`src/rtl/alu_serial_responder.sv`:
```
// Serial ALU responder: accepts one op on a valid/ready request channel, computes it
// SLICE_W bits per cycle (LSB first), returns R/cout/S/V. Optional Z flag: ALU_SERIAL_ZERO_FLAG_EN.
//
// state | meaning
// IDLE  | ready for a request
// RUN   | processing one slice per edge, carry chained in a register
// DONE  | response held until rsp_ready
module alu_serial_responder #(
  parameter int DATA_W  = 32,
  parameter int SLICE_W = 4
) (
  input  logic              clk,
  input  logic              rst_n,
  input  logic              req_valid,
  output logic              req_ready,
  input  logic [DATA_W-1:0] a,
  input  logic [DATA_W-1:0] b,
  input  logic              cin,
  input  logic [2:0]        Aluop,
  output logic              rsp_valid,
  input  logic              rsp_ready,
  output logic [DATA_W-1:0] R,
  output logic              cout,
  output logic              S,
  output logic              V
`ifdef ALU_SERIAL_ZERO_FLAG_EN
  ,
  output logic              Z
`endif
);

  localparam int NS = DATA_W / SLICE_W;
  localparam int CW = (NS > 1) ? $clog2(NS) : 1;

  localparam logic [2:0] OP_ADD = 3'b000;
  localparam logic [2:0] OP_XOR = 3'b001;
  localparam logic [2:0] OP_SUB = 3'b010;
  localparam logic [2:0] OP_SLT = 3'b100;
  localparam logic [2:0] OP_NOR = 3'b101;
  localparam logic [2:0] OP_AND = 3'b110;
  localparam logic [2:0] OP_OR  = 3'b111;

  typedef enum logic [1:0] {IDLE, RUN, DONE} state_t;

  state_t state, state_nxt;

  logic [DATA_W-1:0] a_q, b_q;
  logic [2:0]        op_q;
  logic              carry_q;
  logic [CW-1:0]     cnt_q;
  logic              zacc_q;

  logic [SLICE_W-1:0] a_sl, bx_sl, sum_sl, res_sl;
  logic [SLICE_W:0]   c;
  logic               last, is_arith, is_addsub, v_sl;
  logic [DATA_W-1:0]  r_nxt;
  logic               z_nxt;

  // State register
  always_ff @(posedge clk or negedge rst_n) begin
    if (!rst_n) state <= IDLE;
    else        state <= state_nxt;
  end

  // Next-state logic
  always_comb begin
    state_nxt = state;
    case (state)
      IDLE:    if (req_valid) state_nxt = RUN;
      RUN:     if (last)      state_nxt = DONE;
      DONE:    if (rsp_ready) state_nxt = IDLE;
      default:                state_nxt = IDLE;
    endcase
  end

  // Handshake outputs
  always_comb begin
    req_ready = 1'b0;
    rsp_valid = 1'b0;
    case (state)
      IDLE:    req_ready = 1'b1;
      DONE:    rsp_valid = 1'b1;
      default: ;
    endcase
  end

  // Slice datapath: operands are shifted down so the active slice is always at the bottom
  always_comb begin
    is_arith  = (op_q == OP_ADD) || (op_q == OP_SUB) || (op_q == OP_SLT);
    is_addsub = (op_q == OP_ADD) || (op_q == OP_SUB);
    last      = (cnt_q == CW'(NS - 1));
    a_sl      = a_q[SLICE_W-1:0];
    bx_sl     = ((op_q == OP_SUB) || (op_q == OP_SLT)) ? ~b_q[SLICE_W-1:0] : b_q[SLICE_W-1:0];
    c         = '0;
    sum_sl    = '0;
    c[0]      = carry_q;
    for (int i = 0; i < SLICE_W; i++) begin
      sum_sl[i] = a_sl[i] ^ bx_sl[i] ^ c[i];
      c[i+1]    = (a_sl[i] & bx_sl[i]) | (a_sl[i] & c[i]) | (bx_sl[i] & c[i]);
    end
    v_sl = c[SLICE_W-1] ^ c[SLICE_W];

    case (op_q)
      OP_ADD, OP_SUB, OP_SLT: res_sl = sum_sl;
      OP_XOR:                 res_sl = a_q[SLICE_W-1:0] ^ b_q[SLICE_W-1:0];
      OP_NOR:                 res_sl = ~(a_q[SLICE_W-1:0] | b_q[SLICE_W-1:0]);
      OP_AND:                 res_sl = a_q[SLICE_W-1:0] & b_q[SLICE_W-1:0];
      OP_OR:                  res_sl = a_q[SLICE_W-1:0] | b_q[SLICE_W-1:0];
      default:                res_sl = '0;
    endcase

    r_nxt = R;
    for (int k = 0; k < NS; k++) begin
      if (cnt_q == CW'(k)) r_nxt[k*SLICE_W +: SLICE_W] = res_sl;
    end
    z_nxt = zacc_q & (res_sl == '0);

    // SLT replaces the whole difference with the signed less-than bit
    if (last && (op_q == OP_SLT)) begin
      r_nxt    = '0;
      r_nxt[0] = sum_sl[SLICE_W-1] ^ v_sl;
      z_nxt    = ~r_nxt[0];
    end
  end

  // Datapath registers
  always_ff @(posedge clk or negedge rst_n) begin
    if (!rst_n) begin
      a_q     <= '0;
      b_q     <= '0;
      op_q    <= '0;
      carry_q <= 1'b0;
      cnt_q   <= '0;
      zacc_q  <= 1'b0;
      R       <= '0;
      cout    <= 1'b0;
      S       <= 1'b0;
      V       <= 1'b0;
`ifdef ALU_SERIAL_ZERO_FLAG_EN
      Z       <= 1'b0;
`endif
    end else begin
      case (state)
        IDLE: begin
          if (req_valid) begin
            a_q    <= a;
            b_q    <= b;
            op_q   <= Aluop;
            cnt_q  <= '0;
            zacc_q <= 1'b1;
            case (Aluop)
              OP_ADD:         carry_q <= cin;
              OP_SUB, OP_SLT: carry_q <= 1'b1;
              default:        carry_q <= 1'b0;
            endcase
          end
        end
        RUN: begin
          a_q     <= a_q >> SLICE_W;
          b_q     <= b_q >> SLICE_W;
          carry_q <= c[SLICE_W];
          zacc_q  <= z_nxt;
          R       <= r_nxt;
          cnt_q   <= last ? '0 : cnt_q + CW'(1);
          if (last) begin
            cout <= is_arith  ? c[SLICE_W] : 1'b0;
            V    <= is_addsub ? v_sl       : 1'b0;
            S    <= r_nxt[DATA_W-1];
`ifdef ALU_SERIAL_ZERO_FLAG_EN
            Z    <= z_nxt;
`endif
          end
        end
        default: ;
      endcase
    end
  end

endmodule

```
`config.mk`:
```
export PLATFORM = sky130hd
export DESIGN_NAME = alu_serial_responder
export DESIGN_NICKNAME = d
export VERILOG_FILES = /design/src/rtl/alu_serial_responder.sv
export SDC_FILE = /design/constraint.sdc
export NUM_CORES = 1
export LEC_CHECK = 0
export CAP_MARGIN = 15
export CORE_ASPECT_RATIO = 1.75
export CORE_MARGIN = 4
export CORE_UTILIZATION = 57
export DETAILED_ROUTE_END_ITERATION = 16
export DONT_BUFFER_PORTS = 1
export MAX_ROUTING_LAYER = met4
export PLACE_DENSITY = 0.86
export SYNTH_ARGS = -nofsm -noshare
export SYNTH_HDL_FRONTEND = slang
export SYNTH_SLANG_ARGS = --single-unit
```
`constraint.sdc`:
```
create_clock -name clk -period 3.5 [get_ports clk]
set_clock_uncertainty 0.15 [all_clocks]
set_input_delay 0.7 -clock clk [delete_from_list [all_inputs] [get_ports clk]]
set_output_delay 0.7 -clock clk [all_outputs]
set_load 0.01 [all_outputs]
```
Word-level counts from Yosys, hierarchy flattened
Cells that the tools add are included.
{ "totals": {"ff_bits": 108, "in_bits": 72, "output_inout_bits": 37, "elab_cells": 134} }
{ "op_classes": {"add_sub_neg": 1, "n_eq_ne": 20, "n_mux": 29, "n_bitwise": 35, "reduce_logical": 31} }
{ "ops": {"columns": ["op", "count"], "rows": [
  ["32-bit one-hot mux with 2 select lines", 2],
  ["32-bit 2-to-1 mux", 3],
  ["4-bit 2-to-1 mux", 9],
  ["3-bit == test (second input constant)", 9],
  ["2-bit AND reduction", 11],
  ["4-bit one-hot mux with 5 select lines", 1],
  ["2-bit nonzero test", 9],
  ["1-bit AND", 12],
  ["3-bit by 2-bit == test with 1-bit output (second input constant)", 4],
  ["1-bit XOR", 10],
  ["3-bit logical NOT", 3],
  ["4-bit NOT", 2],
  ["1-bit OR", 8],
  ["3-bit by 1-bit == test with 1-bit output (second input constant)", 2],
  ["2-bit 2-to-1 mux", 3],
  ["3-bit 2-to-1 mux", 2],
  ["2-bit != test (second input constant)", 3],
  ["2-bit one-hot mux with 3 select lines", 1],
  ["3-bit one-hot mux with 2 select lines", 1],
  ["1-bit 2-to-1 mux", 5],
  ["4-bit AND", 1],
  ["4-bit OR", 1],
  ["1-bit one-hot mux with 2 select lines", 2],
  ["4-bit XOR", 1],
  ["other kinds (9)", 11]
]} }

Depth between registers and ports, before layout
{ "depth": {"ltp_word": 18, "mapped_depth": 14, "depth_no_buf": 12} }

Worst setup path before layout
Ideal clock, no wire load.
{ "synth_path": {"kind": "flip-flop to flip-flop", "startpoint": "reg op_q[2]", "endpoint": "reg R[19]", "setup_time_ns": 0.130, "arrival_ns": 3.346, "required_time_ns": 3.220, "slack_ns": -0.126, "stages_incl_launch_ff": 15, "path_buffers": 2, "period_less_slack_ns": 3.626, "cell_sequence": "dfrtp_1 buf_6 buf_4 xnor2_1 nor2_2 xnor2_1 fa_1 fa_1 fa_1 inv_1 fa_1 nor2b_1 o21ai_0 a32o_1 o21ai_0"} }
{ "synth_between": {"elab_chain_len": 16, "elab_cells_between_ends": 32, "classes_between": "eq/ne: 6; mux: 4; bitwise: 16; reduce/logical: 6"} }
{ "synth_rtl": {"columns": ["item", "line", "text"], "rows": [
  ["from (decl)", "48", "logic [2:0] op_q;"],
  ["from (signal assigned)", "148", "op_q <= Aluop;"],
  ["3-bit by 2-bit == test with 1-bit output or 3-bit == test (tied branches)", "93, 103, 119", null],
  ["1-bit logical OR", "93", "bx_sl = ((op_q == OP_SUB) || (op_q == OP_SLT)) ? ~b_q[SLICE_W-1:0] : b_q[SLICE_W-1:0];"],
  ["4-bit 2-to-1 mux", "93", null],
  ["1-bit AND", "99", "c[i+1] = (a_sl[i] & bx_sl[i]) | (a_sl[i] & c[i]) | (bx_sl[i] & c[i]);"],
  ["1-bit OR (2 in a row)", "99", null],
  ["1-bit AND", "99", null],
  ["1-bit OR (2 in a row)", "99", null],
  ["1-bit AND", "99", null],
  ["1-bit OR (2 in a row)", "99", null],
  ["1-bit XOR", "98", "sum_sl[i] = a_sl[i] ^ bx_sl[i] ^ c[i];"],
  ["4-bit one-hot mux with 5 select lines", "103", "case (op_q)"],
  ["4-bit 2-to-1 mux", "114", "if (cnt_q == CW'(k)) r_nxt[k*SLICE_W +: SLICE_W] = res_sl;"],
  ["32-bit 2-to-1 mux", "119", "if (last && (op_q == OP_SLT)) begin"],
  ["to (signal assigned)", "163", "R <= r_nxt;"],
  ["to (decl)", "22", "output logic [DATA_W-1:0] R,"]
]} }
Parallel ways exist; a longest one is shown, timed or not. The select of a mux whose other input is x is not followed.
A chain may end at the register's enable or synchronous reset.

Worst setup path after layout
{ "layout_path": {"startpoint": "reg op_q[2]", "endpoint": "reg R[15]"} }
The elaborated chain is that of the path after synthesis.

==> run_results.csv <==
group,metric,value,unit
run_status,status,"completed",
cells_and_area,final_cell_mix,"nand2_1 (125), dfrtp_1 (106), nor2_1 (40), a22oi_1 (40), o21ai_0 (37)",
cells_and_area,syn_to_final_growth,8.89,%
setup_path,start_kind,"register",
placement,dp_hpwl,8090,um
global_routing,gr-usage-all-layers,23.5,%
yosys,synth_seq_cells,108,
yosys,ys_types,49,
detailed_routing,drt_iter0_drc,230,
floorplan,fp.dieW,79.2,um
global_routing,use_met2,40.8,%
yosys,synth_top_area_share,53.5,%
detailed_routing,post-route-drc-count,0,
yosys,synth_edf_count,0,
detailed_routing,routedWlPerCell,17.9,um
detailed_routing,dr.pass1.iters,5,
setup_path,r2r-end,"R[15]",
pwr,ir_drop,561,uV
global_routing,grt_pass1_wl,18600,um
setup_path,rrSetupSlack,80,ps
timing,rsz0062_at_grt,"true",
yosys,ys_warn_count,0,
global_routing,top_usage_layer,"met2",
cells_and_area,drive_above_1_share,11.0,%
pwr,p_int,3.68,mW
global_routing,grt_antenna_before_repair,0,
setup_path,crit_path_max_fanout,7,
clock_network,numCtsBuffers,9,
clock_network,insertion_delay,350,ps
cells_and_area,finalNetCount,603,
clock_network,cts_tree,"yes",
flow_run,maxCapViolCount,0,
global_routing,grt_use_met1,25.4,%
clock_network,htreeDepth,3,
setup_path,cp.arrival,3490,ps
yosys,synthTopCellsByArea,"dfrtp_1 (54%), nand2_1 (9.3%), a22oi_1 (5.9%)",
setup_path,path_class,"reg -> reg",
timing,layout_setup_ws,83.6,ps
timing,fin_crit,3420,ps
yosys,postSynthAreaPerCell,9.75,um2
timing,relSlewSlack,31.4,%
setup_path,critPathBufInv,1,
floorplan,coreArea,0.00867,mm2
setup_path,path_cells,"xnor2_4, nor2_4, xnor2_2, fa_2, fa_2, fa_2, inv_2, fa_1, nor2b_4, o21ai_1, a32o_2, o21ai_1",
setup_path,max_stage_delay,440,ps
setup_path,r2r_start,"op_q[2]",
yosys,synth_largest_area_cell,"dfrtp_1",
placement,port_buffers,0,
yosys,yosysSeqAreaShare,53.5,%
timing,holdWs,111,ps
floorplan,dieArea,0.0105,mm2
detailed_routing,wl,11300,um
clock_network,cts_root_buffer,"clkbuf_16",
detailed_routing,antenna_left,0,
global_routing,grt_max_degree,109,
setup_path,cp-end-kind,"register",
yosys,netlist_area,0.00505,mm2
clock_network,clk_path_buf_depth,2,
floorplan,die_y,133,um
yosys,postSynthCellCount,518,
pwr,pwr-share-seq,35.8,%
global_routing,use_met3,4.70,%
cells_and_area,fin_util,63.4,%
pwr,power_switching,2.75,mW
setup_path,ff2ff_path_depth,12,
cells_and_area,n_antenna_cell,0,
setup_path,cp_slowest_cell,"dfrtp_2",
global_routing,grt_pass1_vias,3875,
yosys,synth.net_count,609,
hold_path,worst_hold_path_type,"in -> async",
timing,hold_viol_final,0,
floorplan,rows,45,
placement,globalplace.congestion,0.921,
pwr,p_clk_share,15.2,%
global_routing,gr-total-overflow,0,
floorplan,initial_utilization,58.3,%
timing,setup_viol,0,
setup_path,cp_common_cell,"fa_2",
timing,worst_slew_pin_slew,1030,ps
placement,postPlaceCellArea,0.00513,mm2
timing,fin_crit_sh,97.6,%
setup_path,cp_top_family,"adder cells",
pwr,power_density,1170,mW/mm2
cells_and_area,layout_commonest_cell,"nand2_1",
detailed_routing,num_vias,3744,
pwr,leakagePower,2.60,nW
timing,fmax,293,MHz
clock_network,cts.clk_slew.worst_paths,70,ps
setup_path,cp.required,3580,ps
pwr,switching_share,42.8,%
clock_network,cts_sinks,108,
yosys,ys.flop_type,"dfrtp_1",
yosys,ys_async_sr_fraction,100,%
placement,place_ws,-110,ps
timing,finalMaxSlewViolations,0,
pwr,power_frac_comb,49.0,%
floorplan,boundaryPins,109,
cells_and_area,final_area,0.00550,mm2
detailed_routing,via_per_inst,5.91,
## repair_timing
item	4_1_cts	5_1_grt
endpoints found under the setup margin	9	9
resized for setup	1	5
setup buffers	2	3
gates cloned	0	0
hold endpoints to repair	108	0
pin swaps	4	9
hold buffers	1	0
## power groups by stage
stage / clock network [mW] / registers, mW / logic [mW]
after detailed placement: 0 / 2.34 / 2.92
after floorplan: 0 / 2.21 / 2.37
after global placement: 0 / 2.30 / 2.77
after global routing: 1.05 / 2.38 / 3.54
after CTS: 0.992 / 2.31 / 3.03
final: 0.977 / 2.31 / 3.15
## cell usage after synthesis (2+ instances only)
cell and count:
buf_2 14, inv_1 18, o21ai_0 45, nand2b_1 2
buf_4 6, clkbuf_1 2, a21o_1 3, fa_1 5
and2_1 4, xor2_1 2, a22oi_1 40, a21oi_1 3
ha_1 14, o22ai_1 18, nor2b_1 8, nand3_1 10
nor2_2 3, buf_6 3, nand2_1 125, buf_1 5
dfrtp_1 108, nor2_1 40, a221o_1 2, xnor2_1 6
or3_1 2, o31ai_1 2, o21ai_2 6
## worst max path at each step
stage,cells past startpoint,from,slack (ps),to
after floorplan,14,op_q[2],-20,R[23]
after global placement,12,op_q[1],2,R[23]
after detailed placement,12,op_q[1],-110,R[27]
after CTS,12,op_q[1],50,R[27]
after global routing,12,op_q[2],-50,R[7]
final,12,op_q[2],80,R[15]
## through the flow
step                      TNS (ps)  total power [mW]  instances
after floorplan              -94.6              4.57        518
final                            0              6.44        634
after CTS                        0              6.34        631
after global routing          -292              6.97        634
after global placement           0              5.07        612
after detailed placement      -772              5.26        612
## per-layer routing
metal	share of wire, %	vias to the layer above
met3	5.8	31
met4	3.0	0
met1	36	1818
li1	-	1751
met5	0	-
met2	55	144
## sequential cells by signal (all words and copies together) (netlist names)
name and flops:
a_q 32, cnt_q 3, R 32, cout 1, state 2, V 1, b_q 32, op_q 3
S 1, carry_q 1
## cell type report
type	instances	area [um2]
clock buffers	13	270
clock inverters	3	20.0
fillers	746	3170
inverters	18	67.6
multi-input cells	362	2170
flip-flops and latches	108	2710
well taps	117	146
repair buffers	13	118
## cell families (layout without fill, tap and decap cells)
group,count (synthesis),count (layout),synth area share [%]
AOI/OAI and AO/OA,132,132,17.8
muxes,1,1,0.198
buffers and inverters,48,47,4.81
DFF,108,108,53.5
xor gates and xnor gates,8,8,1.39
adders and majority gates,19,19,5.45
and+or+nand+nor,202,202,16.8
## worst register-to-register path: stages, from the launching register on
cell	delay, ps
dfrtp_2	440
xnor2_4	190
nor2_4	60
xnor2_2	140
fa_2	340
fa_2	350
fa_2	400
inv_2	90
fa_1	430
nor2b_4	150
o21ai_1	130
a32o_2	320
o21ai_1	90
(Power assumes the default switching activity.)
